==> src/rtl/packet_pb_server_if.sv <==
// Playback server bundle: arbiter grant/ready, loader credit/address, RAM read port, TG output stream.
// Pure wiring with no latency; the only flow control is the loader's load_ready credit.
// master = arbiter/loader/RAM/TG side, slave = the server itself.
interface packet_pb_server_if #(
    parameter int N         = 4,
    parameter int DEPTH     = 8,
    parameter int PKT_WORDS = 4,
    parameter int W         = 32
);
    localparam int TW = $clog2(N);
    localparam int PW = $clog2(DEPTH);
    localparam int WW = $clog2(PKT_WORDS);
    localparam int AW = TW + PW + WW;

    logic [N-1:0]  ready;
    logic [N-1:0]  select;
    logic          load_valid;
    logic [TW-1:0] load_tg;
    logic          load_ready;
    logic [AW-1:0] load_addr;
    logic          mem_re;
    logic [AW-1:0] mem_addr;
    logic [W-1:0]  mem_rdata;
    logic          out_valid;
    logic [W-1:0]  out_data;
    logic [N-1:0]  out_dest;
    logic          out_last;
    logic          err;

    modport master (
        output select, load_valid, load_tg, mem_rdata,
        input  ready, load_ready, load_addr, mem_re, mem_addr,
        input  out_valid, out_data, out_dest, out_last, err
    );

    modport slave (
        input  select, load_valid, load_tg, mem_rdata,
        output ready, load_ready, load_addr, mem_re, mem_addr,
        output out_valid, out_data, out_dest, out_last, err
    );
endinterface

==> src/rtl/packet_pb_server.sv <==
// Owns the per-TG packet queues in playback RAM and streams a granted TG's oldest packet word by word.
// Grant at t: RAM reads t+1..t+PKT_WORDS, output words t+2..t+PKT_WORDS+1.
// No output backpressure; the loader is throttled by load_ready, and bad grants/loads raise sticky err.
module packet_pb_server #(
    parameter int N         = 4,
    parameter int DEPTH     = 8,
    parameter int PKT_WORDS = 4,
    parameter int W         = 32
) (
    input  logic               clock,
    input  logic               reset,
    packet_pb_server_if.slave  bus
);
    localparam int TW = $clog2(N);
    localparam int PW = $clog2(DEPTH);
    localparam int WW = $clog2(PKT_WORDS);

    typedef enum logic {IDLE, READ} state_t;

    state_t        state_q, state_d;
    logic [PW:0]   count  [N];
    logic [PW-1:0] rd_ptr [N];
    logic [PW-1:0] wr_ptr [N];
    logic [TW-1:0] cur_tg;
    logic [TW-1:0] sel_idx;
    logic [WW-1:0] word;
    logic [N-1:0]  ready_vec;
    logic [N-1:0]  cur_onehot;
    logic          sel_onehot;
    logic          grant;
    logic          sel_err;
    logic          last_rd;
    logic          load_acc;
    logic          load_err;

    always_ff @(posedge clock) begin
        if (reset) begin
            state_q <= IDLE;
        end else begin
            state_q <= state_d;
        end
    end

    always_comb begin
        state_d      = state_q;
        grant        = 1'b0;
        last_rd      = 1'b0;
        ready_vec    = '0;
        sel_idx      = '0;
        cur_onehot   = '0;
        bus.mem_re   = 1'b0;
        bus.mem_addr = {cur_tg, rd_ptr[cur_tg], word};

        for (int i = 0; i < N; i++) begin
            if (bus.select[i]) begin
                sel_idx = i[TW-1:0];
            end
        end
        cur_onehot[cur_tg] = 1'b1;
        sel_onehot = (bus.select != '0) && ((bus.select & (bus.select - 1'b1)) == '0);

        case (state_q)
            IDLE: begin
                for (int i = 0; i < N; i++) begin
                    ready_vec[i] = (count[i] != '0);
                end
                if (sel_onehot && ready_vec[sel_idx]) begin
                    grant   = 1'b1;
                    state_d = READ;
                end
            end
            READ: begin
                bus.mem_re = 1'b1;
                if (word == WW'(PKT_WORDS - 1)) begin
                    last_rd = 1'b1;
                    state_d = IDLE;
                end
            end
            default: state_d = IDLE;
        endcase

        // Any grant that does not start a read (malformed, not ready, or while busy) is an error.
        sel_err        = (bus.select != '0) && !grant;
        bus.load_ready = (count[bus.load_tg] != (PW+1)'(DEPTH));
        bus.load_addr  = {bus.load_tg, wr_ptr[bus.load_tg], {WW{1'b0}}};
        load_acc       = bus.load_valid && bus.load_ready;
        load_err       = bus.load_valid && !bus.load_ready;
    end

    assign bus.ready    = ready_vec;
    assign bus.out_data = bus.mem_rdata[W-1:0];

    always_ff @(posedge clock) begin
        if (reset) begin
            cur_tg        <= '0;
            word          <= '0;
            bus.err       <= 1'b0;
            bus.out_valid <= 1'b0;
            bus.out_last  <= 1'b0;
            bus.out_dest  <= '0;
            for (int i = 0; i < N; i++) begin
                count[i]  <= '0;
                rd_ptr[i] <= '0;
                wr_ptr[i] <= '0;
            end
        end else begin
            bus.err       <= bus.err | sel_err | load_err;
            bus.out_valid <= bus.mem_re;
            bus.out_last  <= last_rd;
            bus.out_dest  <= bus.mem_re ? cur_onehot : '0;

            if (grant) begin
                cur_tg <= sel_idx;
                word   <= '0;
            end else if (state_q == READ) begin
                word <= word + 1'b1;
            end

            // A same-cycle load and final read on one TG moves both pointers and leaves count alone.
            for (int i = 0; i < N; i++) begin
                if (load_acc && (bus.load_tg == i[TW-1:0])) begin
                    wr_ptr[i] <= wr_ptr[i] + 1'b1;
                end
                if (last_rd && (cur_tg == i[TW-1:0])) begin
                    rd_ptr[i] <= rd_ptr[i] + 1'b1;
                end
                case ({load_acc && (bus.load_tg == i[TW-1:0]), last_rd && (cur_tg == i[TW-1:0])})
                    2'b10:   count[i] <= count[i] + 1'b1;
                    2'b01:   count[i] <= count[i] - 1'b1;
                    default: count[i] <= count[i];
                endcase
            end
        end
    end
endmodule

==> src/flat_wrapper.sv <==
// flat-port wrapper written by rule: the top's interface ports become plain ports
module packet_pb_server_flat 
#(
    parameter int N         = 4,
    parameter int DEPTH     = 8,
    parameter int PKT_WORDS = 4,
    parameter int W         = 32
)
  (clock, reset, bus_select, bus_load_valid, bus_load_tg, bus_mem_rdata, bus_ready, bus_load_ready, bus_load_addr, bus_mem_re, bus_mem_addr, bus_out_valid, bus_out_data, bus_out_dest, bus_out_last, bus_err);
  packet_pb_server_if #(.N(N), .DEPTH(DEPTH), .PKT_WORDS(PKT_WORDS), .W(W)) bus_i ();
  input  logic clock;
  input  logic reset;
  input wire logic [$bits(bus_i.select)-1:0] bus_select;
  input wire logic [$bits(bus_i.load_valid)-1:0] bus_load_valid;
  input wire logic [$bits(bus_i.load_tg)-1:0] bus_load_tg;
  input wire logic [$bits(bus_i.mem_rdata)-1:0] bus_mem_rdata;
  output wire logic [$bits(bus_i.ready)-1:0] bus_ready;
  output wire logic [$bits(bus_i.load_ready)-1:0] bus_load_ready;
  output wire logic [$bits(bus_i.load_addr)-1:0] bus_load_addr;
  output wire logic [$bits(bus_i.mem_re)-1:0] bus_mem_re;
  output wire logic [$bits(bus_i.mem_addr)-1:0] bus_mem_addr;
  output wire logic [$bits(bus_i.out_valid)-1:0] bus_out_valid;
  output wire logic [$bits(bus_i.out_data)-1:0] bus_out_data;
  output wire logic [$bits(bus_i.out_dest)-1:0] bus_out_dest;
  output wire logic [$bits(bus_i.out_last)-1:0] bus_out_last;
  output wire logic [$bits(bus_i.err)-1:0] bus_err;
  assign bus_i.select = bus_select;
  assign bus_i.load_valid = bus_load_valid;
  assign bus_i.load_tg = bus_load_tg;
  assign bus_i.mem_rdata = bus_mem_rdata;
  assign bus_ready = bus_i.ready;
  assign bus_load_ready = bus_i.load_ready;
  assign bus_load_addr = bus_i.load_addr;
  assign bus_mem_re = bus_i.mem_re;
  assign bus_mem_addr = bus_i.mem_addr;
  assign bus_out_valid = bus_i.out_valid;
  assign bus_out_data = bus_i.out_data;
  assign bus_out_dest = bus_i.out_dest;
  assign bus_out_last = bus_i.out_last;
  assign bus_err = bus_i.err;
  packet_pb_server #(.N(N), .DEPTH(DEPTH), .PKT_WORDS(PKT_WORDS), .W(W)) u_core (.clock(clock), .reset(reset), .bus(bus_i));
endmodule
==> config.mk <==
export PLATFORM = sky130hd
export DESIGN_NAME = packet_pb_server_flat
export DESIGN_NICKNAME = d
export VERILOG_FILES = /design/src/rtl/packet_pb_server_if.sv /design/src/rtl/packet_pb_server.sv /design/src/flat_wrapper.sv
export SDC_FILE = /design/constraint.sdc
export NUM_CORES = 1
export LEC_CHECK = 0
export ABC_AREA = 1
export CORE_MARGIN = 2
export CORE_UTILIZATION = 49
export CTS_CLUSTER_DIAMETER = 60
export DETAILED_ROUTE_END_ITERATION = 16
export PLACE_DENSITY = 0.87
export SLEW_MARGIN = 10
export SYNTH_ARGS = -nofsm -noshare
export SYNTH_HDL_FRONTEND = slang
export SYNTH_SLANG_ARGS = --single-unit
==> constraint.sdc <==
create_clock -name clock -period 3.38 [get_ports clock]
set_input_delay 0.676 -clock clock [delete_from_list [all_inputs] [get_ports clock]]
set_output_delay 0.676 -clock clock [all_outputs]
set_load 0.02 [all_outputs]
==> qor.csv, run 1 <==
metric,value,unit
async_flop_share,0,%
track_usage,18.4,%
htree_levels,2,
wire_per_inst,12.4,um
reg2reg_depth,9,
ff2ff_setup_slack,660,ps
place_ws,12.4,ps
multiInputGateArea,1540,um2
ys_seq_area_share,41.5,%
numCtsBuffers,5,
p_comb_share,20.9,%
ys_types,32,
ant_nets,0,
critPathMaxFanout,5,
area_growth,10.8,%
whs_path_depth,4,
arrival,2550,ps
dieWidth,89.3,um
ys_warn_count,0,
hold_viol,0,
power.switching,0.444,mW
via_count,2788,
path_cells,clkdlybuf4s50_1 -> buf_4 -> inv_1 -> nor2_2 -> nand2_1 -> nand2_1 -> nor2_1 -> nand3_4 -> buf_4 -> clkdlybuf4s50_1,
rsz0062_at_grt,no,
die_area,7980,um2
drtPass1Iterations,4,
seq_area,1480,um2
synth_seq_cells,54,
fin_setup_tns,0,ps
grt_overflow_total,0,
grt_max_degree,22,
clock_sinks,54,
cts_tree,done,
cap_violations,0,
die_height,89.3,um
worst_pin_slew,553,ps
nFillCells,638,
slowest_stage,clkdlybuf4s50_1,
clock_insertion_delay_worst_skew,320,ps
coreArea,7140,um2
postCtsSetupBuffers,0,
drtIter0Drc,166,
final.setup_skew,12.1,ps
final_common_cell,nand2_1,
status,completed,
crit_type,primary input to output port,
synth_edf_count,40,
rows,31,
power.internal,1.04,mW
slew_violations,0,
gp_congestion,0.931,
ioPinCount,100,
hpwlAfterDp,5570,um
power.density,375,nW/um2
worstPathRequired,2700,ps
min_path_type,flop to flop,
netlist_instances,438,
clkSlewWorstSetupHoldPaths,100,ps
initial_core_util,50.0,%
num_antenna_cells,0,
p_seq_share,53.4,%
remaining_drc_errors,0,
postSynthAreaPerCell,8.14,um2
root_buffer,clkbuf_8,
ys.flop_type,edfxtp_1,
antenna_found_initial,0,
drive_gt1_share,8.11,%
pwr-share-clk,25.7,%
fin_ws,159,ps
final_cell_mix,"nand2_1 (86), inv_1 (63), nor2_1 (61)",
critical-path-max-stage-delay,530,ps
grt_pass1_vias,2577,
fin_crit_sh,95.3,%
syn-cell-area,3570,um2
ctsHoldBuffers,0,
clk_path_buf_depth,2,
grt_pass1_wl,11400,um
cts_resized,0,
end_kind,output port,
startpoint_type,primary input,
fmax,310,MHz
setup_violations,0,
r2r_end,u_core.count[0][0],
max-vdd-ir-drop,153,uV
leakage,1.82,nW
reg2reg_from,u_core.state_q,
portBuffers,33,
post-route-min-period,3220,ps
relSlewSlack,62.9,%
drt-total-wl,6860,um
nNetsFinal,518,
min_from,u_core.bus.err,
via_per_inst,5.02,
hold_end,u_core.bus.err,
p_sw_share,30.0,%
## synth_stat cells, types with 3 or more instances
master	count	area share, %
a21oi_1	6	0.84
a22oi_1	6	1.3
a31oi_1	3	0.53
buf_2	4	0.56
buf_4	36	7.6
dfxtp_1	14	7.9
edfxtp_1	40	34
ha_1	22	7.7
inv_1	63	6.6
nand2_1	86	9.1
nand3_1	26	3.6
nand4_2	4	1.4
nor2_1	61	6.4
nor3_1	9	1.3
o21ai_0	18	2.5
o22ai_1	5	0.88
xnor2_1	11	2.7
xor2_1	6	1.5
## stage by stage
| stage | cell area [um2] | power (mW) | instances | hold slack, ps | util [%] |
|---|---|---|---|---|---|
| floorplan | 3570 | 1.05 | 439 | 554 | - |
| global placement | 3850 | 1.10 | 547 | 523 | 54.0 |
| detailed placement | 3850 | 1.11 | 547 | 529 | 54.0 |
| CTS | 3950 | 1.48 | 555 | 548 | 55.3 |
| global route | 3950 | 1.55 | 555 | 588 | 55.4 |
| finish | 3950 | 1.48 | 555 | 545 | 55.4 |
## worst max-delay path, delay by kind of cell
kind	cells	cell delay, ps
AND/OR/NAND/NOR	5	440
buffers and inverters	5	1420
## worst max path at each step
stage               cells after the start                 end      startpoint  slack [ps]
floorplan                              18  u_core.count[1][2]  bus_load_tg[0]         500
global placement                       17  u_core.count[1][2]  bus_load_tg[1]         140
detailed placement                     14  u_core.count[0][1]  bus_load_tg[1]          10
CTS                                     8      bus_load_ready  bus_load_tg[1]         120
global route                           10      bus_load_ready  bus_load_tg[0]           5
finish                                 10      bus_load_ready  bus_load_tg[0]         160
## sequential cells by signal, indices dropped and copies added, names as in the netlist, named ones only
register and count:
u_core.count 16, u_core.rd_ptr 12, u_core.wr_ptr 12, u_core.bus.out_dest 4, u_core.cur_tg 2, u_core.word 2
u_core.bus.err 1, u_core.bus.out_last 1, u_core.bus.out_valid 1, u_core.state_q 1
## cell families after synthesis
logic type / after synthesis / synth area share, %
and+or+nand+nor: 194 / 23.8
buffers and inverters: 107 / 15.4
DFF: 54 / 41.5
AOI/OAI and AO/OA: 42 / 6.95
adders and majority gates: 22 / 7.72
xor gates and xnor gates: 17 / 4.18
other: 1 / 0.105
muxes: 1 / 0.281
## routing by layer
layer	part of all wire (%)	vias to the layer above	wire, um	global-route usage, %
li1	-	1423	-	-
met1	45	1280	3120	23.4
met2	49	66	3340	31.4
met3	3.8	19	259	3.79
met4	2.1	0	142	5.70
met5	0	-	0	0
## final cells by class
class / instances / area share, %
clock buffer: 5 / 1.74
clock inverter: 3 / 0.665
inverter: 65 / 6.17
multi-input combinational: 278 / 38.9
sequential: 54 / 37.5
tap: 99 / 3.13
timing repair buffer: 51 / 11.8
## power by group through the flow
stage | Combinational, mW | Clock (mW) | Sequential [mW]
after floorplan | 0.249 | 0 | 0.801
final | 0.310 | 0.381 | 0.790
after global routing | 0.346 | 0.407 | 0.796
after CTS | 0.311 | 0.384 | 0.790
after global placement | 0.300 | 0 | 0.803
after detailed placement | 0.309 | 0 | 0.804
(Power assumes the default switching activity.)
==> run 2, diff against run 1 <==
CORE_UTILIZATION = 44   (was 49)
PLACE_DENSITY = 0.82   (was 0.87)
clock period = 2.96 ns   (was 3.38 ns; I/O delays follow)
==> qor.csv, run 2 (synthesis results as in run 1) <==
metric,value,unit,change
nNetsFinal,531,,+2.5%
dp_cells,563,,+2.9%
numCtsBuffers,5,,unchanged
htree_levels,2,,unchanged
via_count,2928,,+5.0%
antenna_found_initial,0,,unchanged
pwr-share-clk,25.6,%,about the same
postCtsSetupBuffers,0,,unchanged
clkSlewWorstSetupHoldPaths,100,ps,about the same
remaining_drc_errors,0,,unchanged
cts_tree,done,,
coreArea,7810,um2,+9.4%
crit_type,primary input to output port,,
critPathMaxFanout,8,,+3
power.switching,0.516,mW,+16%
hpwlAfterDp,5950,um,+6.8%
drt-total-wl,7540,um,+9.9%
drtPass1Iterations,5,,+1
ant_nets,0,,unchanged
p_comb_share,21.5,%,+0.6 points
ioPinCount,100,,unchanged
p_sw_share,30.2,%,+0.24 points
instances_no_fill,571,,+2.9%
grt_overflow_total,0,,unchanged
clock_insertion_delay_worst_skew,320,ps,about the same
root_buffer,clkbuf_8,,
gp_congestion,0.885,,-4.9%
cap_violations,0,,unchanged
relSlewSlack,59.2,%,-3.7 points
power.internal,1.19,mW,+15%
ff2ff_setup_slack,280,ps,-380 ps
rows,32,,+3.2%
drive_gt1_share,12.2,%,+4.0 points
fin_setup_tns,0,ps,unchanged
startpoint_type,primary input,,
grt_pass1_vias,2875,,+12%
min_path_type,flop to flop,,
clk_path_buf_depth,2,,unchanged
worst_pin_slew,606,ps,+52.8 ps
hold_viol,0,,unchanged
fin_ws,166,ps,+7.39 ps
fin_crit_sh,94.4,%,
via_per_inst,5.13,,+2.1%
end_kind,output port,,
drtIter0Drc,233,,+40%
worstPathRequired,2370,ps,-330 ps
reg_top3,"u_core.count x16, u_core.rd_ptr x12, u_core.wr_ptr x12",,
arrival,2200,ps,-350 ps
num_antenna_cells,0,,unchanged
grt_max_degree,28,,+27%
setup_violations,0,,unchanged
place_ws,-253,ps,-266 ps
top_register,u_core.count,,
fmax,358,MHz,
hold_slack,558,ps,+13.9 ps
finalInstanceArea,4090,um2,+3.4%
dieWidth,94.0,um,+5.3%
leakage,1.92,nW,+5.5%
nFillCells,712,,+12%
area_growth,14.6,%,
final.setup_skew,12.8,ps,+0.717 ps
max-vdd-ir-drop,247,uV,+62%
largest_register_ffs,16,,unchanged
placed_area,3960,um2,+2.6%
wire_per_inst,13.2,um,+6.8%
final_common_cell,nand2_1,,
die_area,8840,um2,+11%
clock_sinks,54,,unchanged
final_cell_mix,"nand2_1 (85), inv_1 (63), nor2_1 (58)",,
power.density,418,nW/um2,+12%
post-route-min-period,2790,ps,
p_seq_share,52.9,%,-0.5 points
grt_pass1_wl,12500,um,+9.3%
status,completed,,
die_height,94.0,um,+5.3%
portBuffers,33,,unchanged
initial_core_util,45.7,%,-4.3 points
slew_violations,0,,unchanged
track_usage,17.7,%,-0.65 points
==> run 2: cell types whose count changed in the layout (fill, tap and decap cells not counted), sizes merged <==
cell | before | now
buf | 18 | 31
dlygate4sd2 | 0 | 1
dlymetal6s2s | 1 | 4
inv | 67 | 66
clkinv | 1 | 2
clkdlybuf4s50 | 32 | 28
==> run 2: worst paths after layout <==
check	cells after the start	to	startpoint
setup / recovery	10	bus_load_ready	bus_load_tg[0]
hold / removal	2	u_core.word[1]	u_core.word[1]
setup reg to reg	9	u_core.count[0][2]	u_core.state_q
hold reg to reg	2	u_core.word[1]	u_core.word[1]
==> run 2: per-layer routing <==
metal / wire, um / vias to the layer above / share of wire, % / global-route usage (%)
li1: - / 1444 / - / -
met1: 3150 / 1362 / 42 / 21.6
met2: 3800 / 107 / 50 / 31.3
met3: 461 / 15 / 6.1 / 2.97
met4: 124 / 0 / 1.6 / 6.52
met5: 0 / - / 0 / 0
==> run 2: layout make-up <==
cell class              count  area [um2]  share of cell area, %
multi-input cells         278        1560                   38.3
flip-flops and latches     54        1480                   36.3
repair buffers             64         572                   14.0
inverters                  65         244                   5.97
well taps                 102         128                   3.12
clock buffers               5        68.8                   1.68
clock inverters             3        28.8                  0.704
==> run 2: per-stage QoR <==
stage	power (mW)	util [%]
floorplan	1.20	-
global placement	1.27	50.7
detailed placement	1.28	50.7
CTS	1.72	51.9
global route	1.80	52.3
finish	1.71	52.3
==> run 2: worst max-delay path, stage by stage <==
cell and delay, ps:
clkdlybuf4s50_1 470, buf_4 170, inv_1 80, nand2_1 60
nand2_1 50, nand2_1 80, nand2_2 90, nand3_4 110
buf_4 160, dlygate4sd2_1 340
==> run 2: what timing repair did <==
item                       in CTS  in global routing
hold buffers                    0                  0
gates resized for setup         1                 13
setup endpoints to repair       1                 17
pin swaps                       0                  0
==> run 2: power groups by stage <==
stage | logic (mW) | registers (mW) | clock network, mW
CTS | 0.364 | 0.903 | 0.451
finish | 0.367 | 0.903 | 0.438
global placement | 0.352 | 0.917 | 0
floorplan | 0.284 | 0.914 | 0
detailed placement | 0.362 | 0.920 | 0
global route | 0.407 | 0.909 | 0.483
